### config.mk
export PLATFORM = sky130hd
export DESIGN_NAME = comb_src_sched
export DESIGN_NICKNAME = d
export VERILOG_FILES = /design/src/rtl/comb_src_sched.sv
export SDC_FILE = /design/constraint.sdc
export NUM_CORES = 1
export LEC_CHECK = 0
export ABC_AREA = 1
export CORE_MARGIN = 5
export CORE_UTILIZATION = 47
export CTS_CLUSTER_SIZE = 30
export DETAILED_ROUTE_END_ITERATION = 8
export GPL_ROUTABILITY_DRIVEN = 0
export GPL_TIMING_DRIVEN = 0
export PLACE_DENSITY = 0.88
export SETUP_SLACK_MARGIN = 0.2
export SYNTH_ARGS = -nofsm -noshare
export SYNTH_HDL_FRONTEND = slang
export SYNTH_SLANG_ARGS = --single-unit
### constraint.sdc
create_clock -name clk -period 2.47 [get_ports clk]
set_input_delay 0.3705 -clock clk [delete_from_list [all_inputs] [get_ports clk]]
set_output_delay 0.3705 -clock clk [all_outputs]
set_load 0.01 [all_outputs]
### src/rtl/comb_src_sched.sv
// comb_src_sched: 3:1 source scheduler into one registered valid/ready output; round-robin, or fixed priority with COMB_SCHED_FIXED_PRIO_EN.
// Latency: req/data to out_data is 1 cycle. Backpressure: while out_valid & !out_ready nothing is granted and the output word holds.
module comb_src_sched #(
  parameter int size = 1,
  parameter int cntw = 8
) (
  input  logic              clk,
  input  logic              reset,
  input  logic [2:0]        req,
  input  logic [size-1:0]   src1,
  input  logic [size-1:0]   src2,
  input  logic [size-1:0]   src3,
  output logic [2:0]        gnt,
  output logic              out_valid,
  input  logic              out_ready,
  output logic [size-1:0]   out_data,
  output logic [1:0]        out_src,
  output logic [3*cntw-1:0] gnt_cnt
);

  typedef enum logic {EMPTY, FULL} state_t;

  localparam logic [cntw-1:0] CNT_ONE = {{(cntw-1){1'b0}}, 1'b1};

  state_t          state, state_nxt;
  logic [1:0]      ptr;
  logic [1:0]      win;
  logic            can_load;
  logic            capture;
  logic [size-1:0] win_data;
  logic [cntw-1:0] cnt [3];

`ifndef COMB_SCHED_FIXED_PRIO_EN
  logic [1:0] first, second;

  function automatic logic [1:0] rr_next(input logic [1:0] p);
    return (p == 2'd2) ? 2'd0 : p + 2'd1;
  endfunction
`endif

  // Winner choice; when no request is pending the value is irrelevant since capture is 0.
  always_comb begin
`ifdef COMB_SCHED_FIXED_PRIO_EN
    if (req[0])      win = 2'd0;
    else if (req[1]) win = 2'd1;
    else             win = 2'd2;
`else
    first  = rr_next(ptr);
    second = rr_next(first);
    if (req[first])       win = first;
    else if (req[second]) win = second;
    else                  win = ptr;
`endif
  end

  always_comb begin
    case (win)
      2'd0:    win_data = src1;
      2'd1:    win_data = src2;
      default: win_data = src3;
    endcase
  end

  always_comb begin
    state_nxt = state;
    can_load  = 1'b0;
    case (state)
      EMPTY: begin
        can_load = 1'b1;
        if (|req) state_nxt = FULL;
      end
      FULL: begin
        can_load = out_ready;
        if (out_ready && !(|req)) state_nxt = EMPTY;
      end
      default: state_nxt = EMPTY;
    endcase
    capture = can_load && (|req) && !reset;
    gnt     = capture ? (3'b001 << win) : 3'b000;
  end

  always_ff @(posedge clk) begin
    if (reset) begin
      state    <= EMPTY;
      ptr      <= 2'd2;
      out_data <= '0;
      out_src  <= 2'd0;
      for (int i = 0; i < 3; i++) cnt[i] <= '0;
    end else begin
      state <= state_nxt;
      if (capture) begin
        out_data <= win_data;
        out_src  <= win;
        ptr      <= win;
        if (cnt[win] != {cntw{1'b1}}) cnt[win] <= cnt[win] + CNT_ONE;
      end
    end
  end

  assign out_valid = (state == FULL);
  assign gnt_cnt   = {cnt[2], cnt[1], cnt[0]};

endmodule

# Word-level counts from Yosys, hierarchy flattened

Memory sizes are Yosys's and may differ from the RTL's.
Index checks and enable logic that the tools add are counted.

Register bits: 6
Input port bits: 9
Logic and storage cells: 47
Memories: 1
Bits in writable memories: 24
Output and inout bits: 31

Memories:

| memory | depth | bits a word | read ports | clocked after Yosys merged registers in | wr ports | RTL line | text |
|---|---|---|---|---|---|---|---|
| cnt    | 3     | 8           | 4          | 0                                       | 3        | 31       | `logic [cntw-1:0] cnt [3];` |

Multiplexer cells: 23
Equal/unequal tests: 4
Reductions and logical operators: 8
Magnitude comparators: 2
Bitwise gates (word level): 1
Shifts and indexed selects: 1
$add $sub $neg: 3

Operators by type and width:

| kind                                                        | number |
|---|---|
| 2-to-1 mux 1 bit                                            | 11 |
| 2-to-1 mux 2 bit                                            | 5 |
| adder 8 x 1 -> 8 bit (second input constant)                | 1 |
| 2-to-1 mux 8 bit                                            | 1 |
| inequality test 8 bit (second input constant)               | 1 |
| OR reduction 8 bit                                          | 1 |
| less-than comparator 2 x 3 -> 1 bit (second input constant) | 2 |
| case mux 1 bit (2 select lines)                             | 3 |
| adder 2 x 1 -> 2 bit (second input constant)                | 2 |
| binary-select mux 1 bit (select 2 bit)                      | 2 |
| equality test 2 bit (second input constant)                 | 2 |
| logical AND 1 bit                                           | 3 |
| 2-to-1 mux 3 bit                                            | 1 |
| OR reduction 3 bit                                          | 1 |
| << shifter 1 x 2 -> 3 bit (first input constant)            | 1 |
| equality test 2 x 1 -> 1 bit (second input constant)        | 1 |
| zero test 1 bit                                             | 2 |
| zero test 2 bit                                             | 1 |
| NOT 1 bit                                                   | 1 |

# Longest topological paths before layout

An unclocked memory read counts as a cell.

Depth after elaboration: 16
Mapped depth: 16
Gate-level depth less buffers: 15

# Least setup slack after synthesis

OpenSTA, ideal clock, no wires.

Path kind: reg2reg
Start point: register, netlist name out_src[0]
End point: memory cnt[3][0] (enable)
Cell stages (with the launch flop): 16
Data arrival time: 2109 ps
Clock period less this slack: 2480 ps
Slack: -10 ps
Required time: 2100 ps
Buffers on the path: 1
Library setup time: 370 ps
Cells stage by stage: dfxtp_1 -> nor2_1 -> nand2_2 -> nand2_4 -> buf_4 -> nand2_1 -> o21ai_1 -> nand2_1 -> nand2_2 -> inv_2 -> ha_1 -> nand3_4 -> nor2_4 -> nand2_4 -> nand2_1 -> nor2_1

RTL lines:

| item      | RTL line |
|---|---|
| to (decl) | 31 |

==> flow_metrics.tcl <==
set metrics [dict create \
    status "completed" \
    nNetsFinal 328 \
    gr-usage-all-layers_pct 20.4 \
    pin_count 40 \
    yosysTopAreaCell "edfxtp_1" \
    dp.cells 334 \
    syn_to_final_growth_pct 47.8 \
    min-delay-start "out_src[1]" \
    clk_pin_slew_ns 0.08 \
    die_x_um 76.8 \
    rsz0062_at_grt "yes" \
    period_share_pct 96.5 \
    period_minus_slack_ns 2.38 \
    drv_cap 0 \
    io_buffers 39 \
    drc_errors 0 \
    rr_worst_depth 16 \
    drt-total-wl_mm 7.00 \
    ys_top_cells_by_count "nand2_1, nor2_1, edfxtp_1, inv_1, nand3b_1" \
    hold_viol_final 0 \
    setup_viol 0 \
    ys_types 29 \
    finalNonFillerCells 371 \
    synth-main-ff-cell "edfxtp_1" \
    initial_core_util_pct 48.2 \
    p_leak_nw 1.33 \
    syn_area_um2 2100 \
    grt_max_degree 12 \
    dp_hpwl_mm 3.53 \
    synth_top_area_share_pct 45.8 \
    synthCells 243 \
    crit_arrival_ns 2.39 \
    total_power_mw 2.19 \
    fmax_ghz 0.420 \
    wl_per_cell_um 18.9 \
    post-synth-top-count-cell "nand2_1" \
    r2r_setup_slack_ns 0.09 \
    async_flop_share_pct 0 \
    rows 24 \
    via_per_inst 5.42 \
    whs_endpoint "out_src[1]" \
    worstHoldPathType "flip-flop to flip-flop" \
    cp_max_fo 8 \
    crit-reg2reg-launch "ptr[1]" \
    drive_above_1_share_pct 30.4 \
    whs_path_depth 2 \
    grt_pass1_vias 1889 \
    synthTopCellsByArea "edfxtp_1, nand2_1, nor2_1, inv_1, dfxtp_1" \
    synth-edff-count 32 \
    cts_buffers 5 \
    cts_hold_repair.buffers 0 \
    startpoint_type "flip-flop" \
    cts_tree "done" \
    cts_buffer_depth 2 \
    cts-root-buf "clkbuf_8" \
    syn-num-nets 253 \
    yosys_warnings 0 \
    die_h_um 76.8 \
    dr.first_iter.drc_count 137 \
    drt_first_pass_iters 5 \
    grt_overflow 0 \
    cts.htree.levels 2 \
    path_class "flip-flop to flip-flop" \
    relSlewSlack_pct 61.7 \
    power.density_nw_per_um2 706 \
    clock_sinks 37 \
    fillers 282 \
    place_area_um2 2570 \
    clock_latency_ns 0.29 \
    tightest_slew_ns 0.573 \
    fp.coreArea_um2 4350 \
    irDropWorstVdd_mv 0.378 \
    synth_area_per_cell_um2 8.64 \
    finalMaxSlewViolations 0 \
    crit_path_end_kind "flip-flop" \
    vias 2012 \
    finClkSkew_ns 0.00970 \
    diodes 0 \
    antenna_left 0 \
    worst_ep_required_time_ns 2.47 \
    r2r_end "cnt[3][3]" \
    fp.dieArea_um2 5900 \
    yosysSeqAreaShare_pct 50.5 \
    antenna_found_initial 0 \
    grt_pass1_wl_mm 9.51 \
    finish.instance_area_um2 3100 \
    synth-seq-cells 37 \
]
==> per-layer routing <==
metal  vias up  routed length (um)  track usage, %
met4         0                 357            9.27
met3        36                 605            4.33
li1        911                   -               -
met1       949                2580            24.5
met2       116                3460            34.9
met5         -                   0               0
==> power breakdown <==
| group | switching [mW] | internal (mW) | leakage (nW) |
|---|---|---|---|
| combinational | 0.584 | 0.396 | 0.923 |
| sequential | 0.0361 | 0.766 | 0.366 |
| clock | 0.218 | 0.190 | 0.0430 |
==> repair_timing <==
item,4_1_cts,5_1_grt
buffers inserted,14,12
setup endpoints to repair,61,59
pin swaps,11,19
gates cloned,0,3
gates resized for setup,38,23
==> sequential cells by signal (all words and copies together) (netlist names) <==
name	flops
cnt	32
out_data	1
out_valid	1
out_src	2
ptr	1
==> critical path, stage by stage (launching register included) <==
cell,delay (ns)
dfxtp_4,0.38
inv_4,0.07
nand3_4,0.07
nand3_4,0.11
nand2_4,0.08
buf_6,0.14
o21ai_1,0.17
nand2_2,0.09
nand2_2,0.11
inv_4,0.05
ha_4,0.17
nand3_4,0.07
nor2_4,0.06
nand2_8,0.16
nand2_4,0.09
nor2_4,0.10
buf_12,0.14
==> per-stage QoR <==
stage          hold WS [ns]  setup TNS [ns]  util, %  worst slack (ns)
2_1_floorplan         0.440               0        -             0.206
3_3_place_gp          0.452          -29.51     59.0            -0.599
3_5_place_dp          0.460          -32.67     59.0            -0.653
4_1_cts               0.470               0     66.4             0.196
5_1_grt               0.508         -0.0861     71.3           -0.0144
6_report              0.479               0     71.3            0.0865
==> cells by family (layout without fill, tap and decap cells) <==
kind of cell / Yosys count / count (layout) / synth area share [%]
xor+xnor: 3 / 3 / 1.61
buf+inv: 44 / 117 / 9.48
fa+ha+maj: 1 / 1 / 0.596
simple gates: 145 / 148 / 34.5
flops: 37 / 37 / 50.5
compound gates: 13 / 13 / 3.28
==> worst max-delay path by stage <==
stage | end | slack (ns) | start
2_1_floorplan | cnt[3][0] | 0.21 | out_src[0]
3_3_place_gp | cnt[3][5] | -0.60 | req[1]
3_5_place_dp | cnt[3][4] | -0.65 | req[1]
4_1_cts | gnt[2] | 0.20 | out_ready
5_1_grt | cnt[3][3] | -0.01 | out_src[0]
6_report | cnt[3][3] | 0.09 | ptr[1]
==> final cells by class <==
| class | count | area (um^2) | share of cell area [%] |
|---|---|---|---|
| clock inverter | 3 | 12.5 | 0.403 |
| sequential | 37 | 1070 | 34.4 |
| timing repair buffer | 65 | 596 | 19.2 |
| tap | 52 | 65.1 | 2.10 |
| clock buffer | 5 | 68.8 | 2.22 |
| buffer | 6 | 63.8 | 2.06 |
| inverter | 38 | 158 | 5.08 |
| multi-input combinational | 165 | 1070 | 34.5 |
==> cells in the final DEF (no fill, tap or decap), types with 5 or more instances in the layout <==
cell              n
nand3_1           7
nor2_1           30
clkdlybuf4s50_1  32
dlygate4sd2_1     5
clkbuf_8          5
nor2_4            7
nand3b_1          8
inv_1            30
nand2_4           7
buf_4            26
edfxtp_1         32
nand2_8           7
nand2_2          15
nand2_1          57
Note: power is estimated with default switching activity, not from simulation.
